$ cat config.mk
export PLATFORM = sky130hd
export DESIGN_NAME = midori_share_codec_flat
export DESIGN_NICKNAME = d
export VERILOG_FILES = /design/src/rtl/midori_share_codec_if.sv /design/src/rtl/midori_share_codec.sv /design/src/flat_wrapper.sv
export SDC_FILE = /design/constraint.sdc
export NUM_CORES = 1
export LEC_CHECK = 0
export CORE_AREA = 2 2 259 261
export DETAILED_ROUTE_END_ITERATION = 7
export DIE_AREA = 0 0 261 263
export SYNTH_ARGS = -nofsm -noshare
export SYNTH_HDL_FRONTEND = slang
export SYNTH_SLANG_ARGS = --single-unit
$ cat constraint.sdc
create_clock -name clk -period 17.7 [get_ports clk]
set_input_delay 3.54 -clock clk [delete_from_list [all_inputs] [get_ports clk]]
set_output_delay 3.54 -clock clk [all_outputs]
set_load 0.02 [all_outputs]
$ cat src/rtl/midori_share_codec_if.sv
// Handshake bundle between the 3-share Midori64 boundary codec and its neighbours:
// plaintext/PRNG producers, the masked round datapath and the ciphertext consumer.
interface midori_share_codec_if #(
  parameter int CNT_W = 3
);
  logic [63:0]      pt_in;
  logic             pt_valid;
  logic             pt_ready;
  logic [127:0]     rnd_in;
  logic             rnd_valid;
  logic             rnd_ready;
  logic [63:0]      sh_out_1;
  logic [63:0]      sh_out_2;
  logic [63:0]      sh_out_3;
  logic             sh_out_valid;
  logic             sh_out_ready;
  logic [63:0]      sh_in_1;
  logic [63:0]      sh_in_2;
  logic [63:0]      sh_in_3;
  logic             sh_in_valid;
  logic             sh_in_ready;
  logic [63:0]      ct_out;
  logic             ct_valid;
  logic             ct_ready;
  logic [CNT_W-1:0] inflight;
  logic             err_rnd_reuse;
  logic             err_underflow;

  modport slave (
    input  pt_in, pt_valid, rnd_in, rnd_valid, sh_out_ready,
           sh_in_1, sh_in_2, sh_in_3, sh_in_valid, ct_ready,
    output pt_ready, rnd_ready, sh_out_1, sh_out_2, sh_out_3, sh_out_valid,
           sh_in_ready, ct_out, ct_valid, inflight, err_rnd_reuse, err_underflow
  );

  modport master (
    output pt_in, pt_valid, rnd_in, rnd_valid, sh_out_ready,
           sh_in_1, sh_in_2, sh_in_3, sh_in_valid, ct_ready,
    input  pt_ready, rnd_ready, sh_out_1, sh_out_2, sh_out_3, sh_out_valid,
           sh_in_ready, ct_out, ct_valid, inflight, err_rnd_reuse, err_underflow
  );
endinterface

$ cat src/rtl/midori_share_codec.sv
// Boundary codec for the 3-share Midori64 datapath: Boolean-masks plaintexts on the way in,
// recombines result shares into ciphertext on the way out, and polices in-flight/PRNG misuse.
module midori_share_codec #(
  parameter int MAX_INFLIGHT = 4,
  parameter int CNT_W        = 3
) (
  input logic                 clk,
  input logic                 rst,
  midori_share_codec_if.slave bus
);

  logic             encOk;
  logic             encFire;
  logic             shInReady;
  logic             decAccept;
  logic             advanceB;

  logic [63:0]      shOut1_q, shOut1_d;
  logic [63:0]      shOut2_q, shOut2_d;
  logic [63:0]      shOut3_q, shOut3_d;
  logic             shOutValid_q, shOutValid_d;
  logic [127:0]     lastRnd_q, lastRnd_d;
  logic             firstDone_q, firstDone_d;
  logic             errRnd_q, errRnd_d;
  logic             errUnd_q, errUnd_d;
  logic [63:0]      tA_q, tA_d;
  logic [63:0]      s3A_q, s3A_d;
  logic             vA_q, vA_d;
  logic [63:0]      ctOut_q, ctOut_d;
  logic             vB_q, vB_d;
  logic [CNT_W-1:0] inflight_q, inflight_d;

  // Plaintext and randomness are only ever consumed together, so both readies share encOk.
  always_comb begin
    encOk     = (!shOutValid_q || bus.sh_out_ready) &&
                (inflight_q < CNT_W'(MAX_INFLIGHT));
    encFire   = bus.pt_valid && bus.rnd_valid && encOk;
    shInReady = !vA_q || !vB_q || bus.ct_ready;
    decAccept = bus.sh_in_valid && shInReady;
    advanceB  = vA_q && (!vB_q || bus.ct_ready);
  end

  always_comb begin
    shOut1_d     = shOut1_q;
    shOut2_d     = shOut2_q;
    shOut3_d     = shOut3_q;
    shOutValid_d = shOutValid_q;
    lastRnd_d    = lastRnd_q;
    firstDone_d  = firstDone_q;
    errRnd_d     = errRnd_q;
    errUnd_d     = errUnd_q;
    tA_d         = tA_q;
    s3A_d        = s3A_q;
    vA_d         = vA_q;
    ctOut_d      = ctOut_q;
    vB_d         = vB_q;
    inflight_d   = inflight_q;

    if (encFire) begin
      shOut1_d     = bus.rnd_in[63:0];
      shOut2_d     = bus.rnd_in[127:64];
      shOut3_d     = bus.pt_in ^ bus.rnd_in[63:0] ^ bus.rnd_in[127:64];
      shOutValid_d = 1'b1;
      if ((bus.rnd_in == '0) || (firstDone_q && (bus.rnd_in == lastRnd_q)))
        errRnd_d = 1'b1;
      lastRnd_d   = bus.rnd_in;
      firstDone_d = 1'b1;
    end else if (bus.sh_out_ready) begin
      shOutValid_d = 1'b0;
    end

    // Recombination is split over two registers so no single cone sees all three shares.
    if (decAccept) begin
      tA_d  = bus.sh_in_1 ^ bus.sh_in_2;
      s3A_d = bus.sh_in_3;
      vA_d  = 1'b1;
    end else if (advanceB) begin
      vA_d = 1'b0;
    end

    if (advanceB) begin
      ctOut_d = tA_q ^ s3A_q;
      vB_d    = 1'b1;
    end else if (bus.ct_ready) begin
      vB_d = 1'b0;
    end

    if (encFire && !decAccept) begin
      inflight_d = inflight_q + CNT_W'(1);
    end else if (!encFire && decAccept) begin
      if (inflight_q == '0)
        errUnd_d = 1'b1;
      else
        inflight_d = inflight_q - CNT_W'(1);
    end
  end

  always_ff @(posedge clk or posedge rst) begin
    if (rst) begin
      shOut1_q     <= '0;
      shOut2_q     <= '0;
      shOut3_q     <= '0;
      shOutValid_q <= 1'b0;
      lastRnd_q    <= '0;
      firstDone_q  <= 1'b0;
      errRnd_q     <= 1'b0;
      errUnd_q     <= 1'b0;
      tA_q         <= '0;
      s3A_q        <= '0;
      vA_q         <= 1'b0;
      ctOut_q      <= '0;
      vB_q         <= 1'b0;
      inflight_q   <= '0;
    end else begin
      shOut1_q     <= shOut1_d;
      shOut2_q     <= shOut2_d;
      shOut3_q     <= shOut3_d;
      shOutValid_q <= shOutValid_d;
      lastRnd_q    <= lastRnd_d;
      firstDone_q  <= firstDone_d;
      errRnd_q     <= errRnd_d;
      errUnd_q     <= errUnd_d;
      tA_q         <= tA_d;
      s3A_q        <= s3A_d;
      vA_q         <= vA_d;
      ctOut_q      <= ctOut_d;
      vB_q         <= vB_d;
      inflight_q   <= inflight_d;
    end
  end

  assign bus.pt_ready      = encOk && bus.rnd_valid;
  assign bus.rnd_ready     = encOk && bus.pt_valid;
  assign bus.sh_out_1      = shOut1_q;
  assign bus.sh_out_2      = shOut2_q;
  assign bus.sh_out_3      = shOut3_q;
  assign bus.sh_out_valid  = shOutValid_q;
  assign bus.sh_in_ready   = shInReady;
  assign bus.ct_out        = ctOut_q;
  assign bus.ct_valid      = vB_q;
  assign bus.inflight      = inflight_q;
  assign bus.err_rnd_reuse = errRnd_q;
  assign bus.err_underflow = errUnd_q;

endmodule

$ cat src/flat_wrapper.sv
// flat-port wrapper written by rule: the top's interface ports become plain ports
module midori_share_codec_flat 
#(
  parameter int MAX_INFLIGHT = 4,
  parameter int CNT_W        = 3
)
  (clk, rst, bus_pt_in, bus_pt_valid, bus_rnd_in, bus_rnd_valid, bus_sh_out_ready, bus_sh_in_1, bus_sh_in_2, bus_sh_in_3, bus_sh_in_valid, bus_ct_ready, bus_pt_ready, bus_rnd_ready, bus_sh_out_1, bus_sh_out_2, bus_sh_out_3, bus_sh_out_valid, bus_sh_in_ready, bus_ct_out, bus_ct_valid, bus_inflight, bus_err_rnd_reuse, bus_err_underflow);
  midori_share_codec_if #(.CNT_W(CNT_W)) bus_i ();
  input logic clk;
  input logic rst;
  input wire logic [$bits(bus_i.pt_in)-1:0] bus_pt_in;
  input wire logic [$bits(bus_i.pt_valid)-1:0] bus_pt_valid;
  input wire logic [$bits(bus_i.rnd_in)-1:0] bus_rnd_in;
  input wire logic [$bits(bus_i.rnd_valid)-1:0] bus_rnd_valid;
  input wire logic [$bits(bus_i.sh_out_ready)-1:0] bus_sh_out_ready;
  input wire logic [$bits(bus_i.sh_in_1)-1:0] bus_sh_in_1;
  input wire logic [$bits(bus_i.sh_in_2)-1:0] bus_sh_in_2;
  input wire logic [$bits(bus_i.sh_in_3)-1:0] bus_sh_in_3;
  input wire logic [$bits(bus_i.sh_in_valid)-1:0] bus_sh_in_valid;
  input wire logic [$bits(bus_i.ct_ready)-1:0] bus_ct_ready;
  output wire logic [$bits(bus_i.pt_ready)-1:0] bus_pt_ready;
  output wire logic [$bits(bus_i.rnd_ready)-1:0] bus_rnd_ready;
  output wire logic [$bits(bus_i.sh_out_1)-1:0] bus_sh_out_1;
  output wire logic [$bits(bus_i.sh_out_2)-1:0] bus_sh_out_2;
  output wire logic [$bits(bus_i.sh_out_3)-1:0] bus_sh_out_3;
  output wire logic [$bits(bus_i.sh_out_valid)-1:0] bus_sh_out_valid;
  output wire logic [$bits(bus_i.sh_in_ready)-1:0] bus_sh_in_ready;
  output wire logic [$bits(bus_i.ct_out)-1:0] bus_ct_out;
  output wire logic [$bits(bus_i.ct_valid)-1:0] bus_ct_valid;
  output wire logic [$bits(bus_i.inflight)-1:0] bus_inflight;
  output wire logic [$bits(bus_i.err_rnd_reuse)-1:0] bus_err_rnd_reuse;
  output wire logic [$bits(bus_i.err_underflow)-1:0] bus_err_underflow;
  assign bus_i.pt_in = bus_pt_in;
  assign bus_i.pt_valid = bus_pt_valid;
  assign bus_i.rnd_in = bus_rnd_in;
  assign bus_i.rnd_valid = bus_rnd_valid;
  assign bus_i.sh_out_ready = bus_sh_out_ready;
  assign bus_i.sh_in_1 = bus_sh_in_1;
  assign bus_i.sh_in_2 = bus_sh_in_2;
  assign bus_i.sh_in_3 = bus_sh_in_3;
  assign bus_i.sh_in_valid = bus_sh_in_valid;
  assign bus_i.ct_ready = bus_ct_ready;
  assign bus_pt_ready = bus_i.pt_ready;
  assign bus_rnd_ready = bus_i.rnd_ready;
  assign bus_sh_out_1 = bus_i.sh_out_1;
  assign bus_sh_out_2 = bus_i.sh_out_2;
  assign bus_sh_out_3 = bus_i.sh_out_3;
  assign bus_sh_out_valid = bus_i.sh_out_valid;
  assign bus_sh_in_ready = bus_i.sh_in_ready;
  assign bus_ct_out = bus_i.ct_out;
  assign bus_ct_valid = bus_i.ct_valid;
  assign bus_inflight = bus_i.inflight;
  assign bus_err_rnd_reuse = bus_i.err_rnd_reuse;
  assign bus_err_underflow = bus_i.err_underflow;
  midori_share_codec #(.MAX_INFLIGHT(MAX_INFLIGHT), .CNT_W(CNT_W)) u_core (.clk(clk), .rst(rst), .bus(bus_i));
endmodule
# Yosys cells after proc, flatten, opt, wreduce, memory -nomap -nowiden
# Index checks and enable logic that the tools add are counted.
dict set report classes {
  n_addsub 2
  order_cmp 1
  n_eq_ne 2
  n_mux 9
  bitwise_logic 5
  n_reduce_logical 29
}
# operator n
set op_table {}
lappend op_table {{$xor 64x64->64} 4}
lappend op_table {{$eq 128x128->1} 1}
lappend op_table {{$logic_not 128->1} 1}
lappend op_table {{$logic_and 1x1->1} 10}
lappend op_table {{$mux 3} 3}
lappend op_table {{$reduce_bool 2->1} 4}
lappend op_table {{$mux 1} 6}
lappend op_table {{$logic_not 1->1} 5}
lappend op_table {{$logic_or 1x1->1} 5}
lappend op_table {{$reduce_and 2->1} 2}
lappend op_table {{$add 3x1->3 const B} 1}
lappend op_table {{$logic_not 3->1} 1}
lappend op_table {{$lt 3x3->1 const B} 1}
lappend op_table {{$reduce_and 3->1} 1}
lappend op_table {{$sub 3x1->3 const B} 1}
lappend op_table {{$ne 2x1->1 const B} 1}
lappend op_table {{$not 1->1} 1}
dict set report totals {
  register_bits 521
  input_bits 391
  out_inout_bits 266
  wordCells 62
}

# Logic depth before layout (Yosys ltp)
dict set report logic_depth {
  word_depth 8
  mapped_depth 14
  mapped_depth_nobuf 11
}

# Worst setup path after synthesis
# OpenSTA, ideal clock, no wires.
dict set report synth_timing {
  kind {input port to output port}
  start {in bus_sh_out_ready}
  end {out bus_rnd_ready}
  arrival_ns 3.931
  required_time_ns 14.160
  slack_ns 10.229
  cell_stages 3
  n_path_buf 0
  path_cell_list {nor2b_1 > nor2_1 > and2_1}
}
dict set report synth_via {
  elab_chain_cells 3
}
# item line_no
set synth_lines {}
lappend synth_lines {{start, declared} flat_wrapper.sv:15} ;# input wire logic [$bits(bus_i.sh_out_ready)-1:0] bus_sh_out_ready;
lappend synth_lines {{$logic_or 1x1->1} midori_share_codec.sv:35} ;# encOk = (!shOutValid_q || bus.sh_out_ready) &&
lappend synth_lines {{$logic_and 1x1->1} midori_share_codec.sv:35}
lappend synth_lines {{$logic_and 1x1->1} midori_share_codec.sv:133} ;# assign bus.rnd_ready = encOk && bus.pt_valid;
lappend synth_lines {{end, declared} flat_wrapper.sv:22} ;# output wire logic [$bits(bus_i.rnd_ready)-1:0] bus_rnd_ready;
# No other way between the ends.

# Worst setup path in the final report
# Same ends and word-level chain as after synthesis.

==> results.md <==
* # DRC at 0
* DR iter-0 viols at 1438
* Fin crit share at 48.1%
* Max Cap Viol at 0
* Synth Register Bits at about 400
* Worst Path Required at approximately 14000 ps
* Delay-heaviest family, CP: buffers and inverters
* RSZ-0062 raised after global routing: no
* Setup crit start kind: input port
* DRT antenna net count at 0
* Vias in the first global route at 16830
* Die width at around 260 um
* FF-to-FF End: u_core.bus.inflight[2]
* Layout cells sized above 1 at under 10%
* Leak pwr at 11.6 nW
* GRT Util Overall at a little under a quarter
* Root Driver: clkbuf_16
* Hold Path Class: flip-flop to flip-flop
* Full die area at roughly 0.069 sq mm
* Sinks on the clock net at approximately 390
* Syn Inst Count at about 2000
* Post-Syn Area at approximately 0.018 sq mm
* R2R Path Start: u_core.bus.sh_out_valid
* First-pass GRT wire length at roughly 110 mm
* Crit end category: output pin
* Power Dens Cells at between 150 and 200 mW/mm^2
* Hold Fails Final Rpt at 0
* Max VDD drop at between 0.00007 and 0.00008 V
* DR pass1 iterations at 7
* Hold Crit Depth at 1
* Final TNS setup at 0 ps
* Total Wirelength at between 80 and 90 mm
* Count of final setup violators at 0
* Post-synthesis sequential area ratio at between 50% and 60%
* Most used cell, CP: clkdlybuf4s50_1
* Gpl congestion at around 0.96
* Largest net degree at the start of global routing at between 150 and 200
* HPWL after DPL at about 62 mm
* CP Buf/Inv Count at 2
* Worst Path Arrival at a little under 5000 ps
* Core Area at 0.0656 sq mm
* Crit-path slowest cell: clkdlybuf4s50_1
* Hold EP: u_core.firstDone_q
* Worst-path maximum fanout at 2
* Most frequent cells in the layout: clkdlybuf4s50_1 (656), nand2_1 (654), dfrtp_1 (393)
* Longest Clk Path Bufs at 3
* # fillers at 6393
* DR WL/cell at about 23 um
* Htree depth at 2
* CTS Buf Count at 47
* Pins Over Slew Limit at 0
* Min Clock Period, post-route at around 8500 ps
* Clk_skew at between 40 and 50 ps
* Post-CTS resize count at 0
* Grt ovf at 0
* Status: complete, no violations
* Post-synth EDFFs at 0
* Port bufs at 656
* Reg2reg path depth at 11
* CP Cell Sequence: clkdlybuf4s50_1, nor2b_1, nor2_1, and2_1, clkdlybuf4s50_1
* Slew @ Worst Pin at 1060 ps
* Worst setup path class: input port to output pin
* FFs w/ async S/R, synth at 100%
* I/O pin count at 657
* Upper clock frequency limit at 117 MHz
* Ys flop type: dfrtp_1
* Via density at 4.69
* Commonest non-fill, non-tap cell in the layout: clkdlybuf4s50_1
* Yosys Warn Count at 0
* Final #Nets at between 2000 and 3000
* Syn_nets at ~2400
* Area delta synth->final at 49.4%
* Num rows at 94
* Postcts setup bufs at 0
* Reg2Reg Setup Slack at ~14000 ps
* Chip Height at roughly 260 um
* Syn avg cell area at between 9 and 10 sq um
* Reg clk slew, reported paths at about 60 ps
* Synth cell types at 45
* Via count at ~16000
* CTS tree: done
* Skew-Pair Late Insertion Delay at about 600 ps
* CP peak stage delay at 620 ps
* Hold WS at approximately 470 ps
* Hold-fix buffers, CTS at 0
* Slew margin rel. at around 29%
* Min-delay src: u_core.firstDone_q
* Initial antenna violation count at 2
* Initial Util at roughly 28%
==> flip-flops by register name, summed over array words and instances, names as in the netlist <==
signal                    cells
u_core.bus.ct_out            64
u_core.bus.ct_valid           1
u_core.bus.err_rnd_reuse      1
u_core.bus.err_underflow      1
u_core.bus.inflight           3
u_core.bus.sh_out_3          64
u_core.bus.sh_out_valid       1
u_core.firstDone_q            1
u_core.lastRnd_q            128
u_core.s3A_q                 64
u_core.tA_q                  64
u_core.vA_q                   1
==> routing by layer <==
layer	wire length (um)	vias to the layer above	part of all wire [%]	global-route usage, %
met3	6580	138	8.2	5.75
met1	31000	7903	39	27.0
li1	-	7658	-	-
met4	3190	0	4.0	9.11
met5	0	-	0	0
met2	39700	710	49	39.6
==> cells in the mapped netlist, types with 3 or more instances <==
cell type  number  area [sq um]
xnor2_1       248          2170
nand4_1        22           138
inv_1          40           150
buf_1           4          15.0
o2bb2ai_1       8          70.1
buf_2           9          45.0
nor2b_1        19           119
nand2b_1       16           100
dfrtp_1       393          9830
a2111oi_0       5          43.8
o22ai_1        19           119
nor2_1          7          26.3
nor4_1         48           300
inv_2          16          60.1
a2111o_1        5          56.3
o21ai_1        12          60.1
xor2_1         68           596
nand2_1       657          2470
a221oi_1        3          26.3
a22o_1          9          78.8
nor3_1          5          25.0
o2111ai_1       4          35.0
o21ai_0       240          1200
clkinv_1        6          22.5
clkbuf_1       72           270
==> cell type report <==
type	instances	area [sq um]	share of cell area, %
flip-flops and latches	393	9830	36.0
multi-input cells	1421	7900	28.9
repair buffers	669	6680	24.5
clock buffers	68	1380	5.04
well taps	864	1080	3.96
inverters	62	243	0.889
clock inverters	16	188	0.687
diodes	2	5.00	0.0183
==> where the power goes <==
part           leakage [nW]  internal, mW  switching [mW]
Combinational          6.01         0.771           0.961
Clock                 0.770         0.585           0.407
Sequential             4.84          1.20           0.284
==> stage by stage <==
step | utilization [%] | setup slack [ps] | cells | total power [mW] | instance area (sq um)
after CTS | 41.6 | 9180 | 3493 | 4.25 | 27300
after global placement | 39.2 | 9130 | 3409 | 3.21 | 25700
after floorplan | - | 3230 | 1961 | 2.23 | 18300
final | 41.6 | 9190 | 3495 | 4.21 | 27300
after global routing | 41.6 | 9090 | 3494 | 4.42 | 27300
after detailed placement | 39.2 | 9180 | 3409 | 3.24 | 25700
==> how the worst max path moves through the flow <==
| stage | slack (ps) | cells past startpoint | startpoint | end |
|---|---|---|---|---|
| finish | 9190 | 5 | bus_sh_out_ready | bus_rnd_ready |
| global route | 9090 | 5 | bus_sh_out_ready | bus_rnd_ready |
| CTS | 9180 | 5 | bus_sh_out_ready | bus_rnd_ready |
| detailed placement | 9180 | 5 | bus_sh_out_ready | bus_rnd_ready |
| global placement | 9130 | 5 | bus_sh_out_ready | bus_rnd_ready |
| floorplan | 3230 | 1 | rst | u_core.bus.ct_out[0] |
==> cells by family (layout without fill, tap and decap cells) <==
kind of cell	Yosys count	in the layout	share of synthesized area, %
compound gates	318	318	9.94
simple gates	784	784	17.8
fa+ha+maj	3	3	0.247
other cells	0	2	0
buf+inv	147	815	3.08
xor+xnor	316	316	15.1
flops	393	393	53.8
Note: power is estimated with default switching activity, not from simulation.
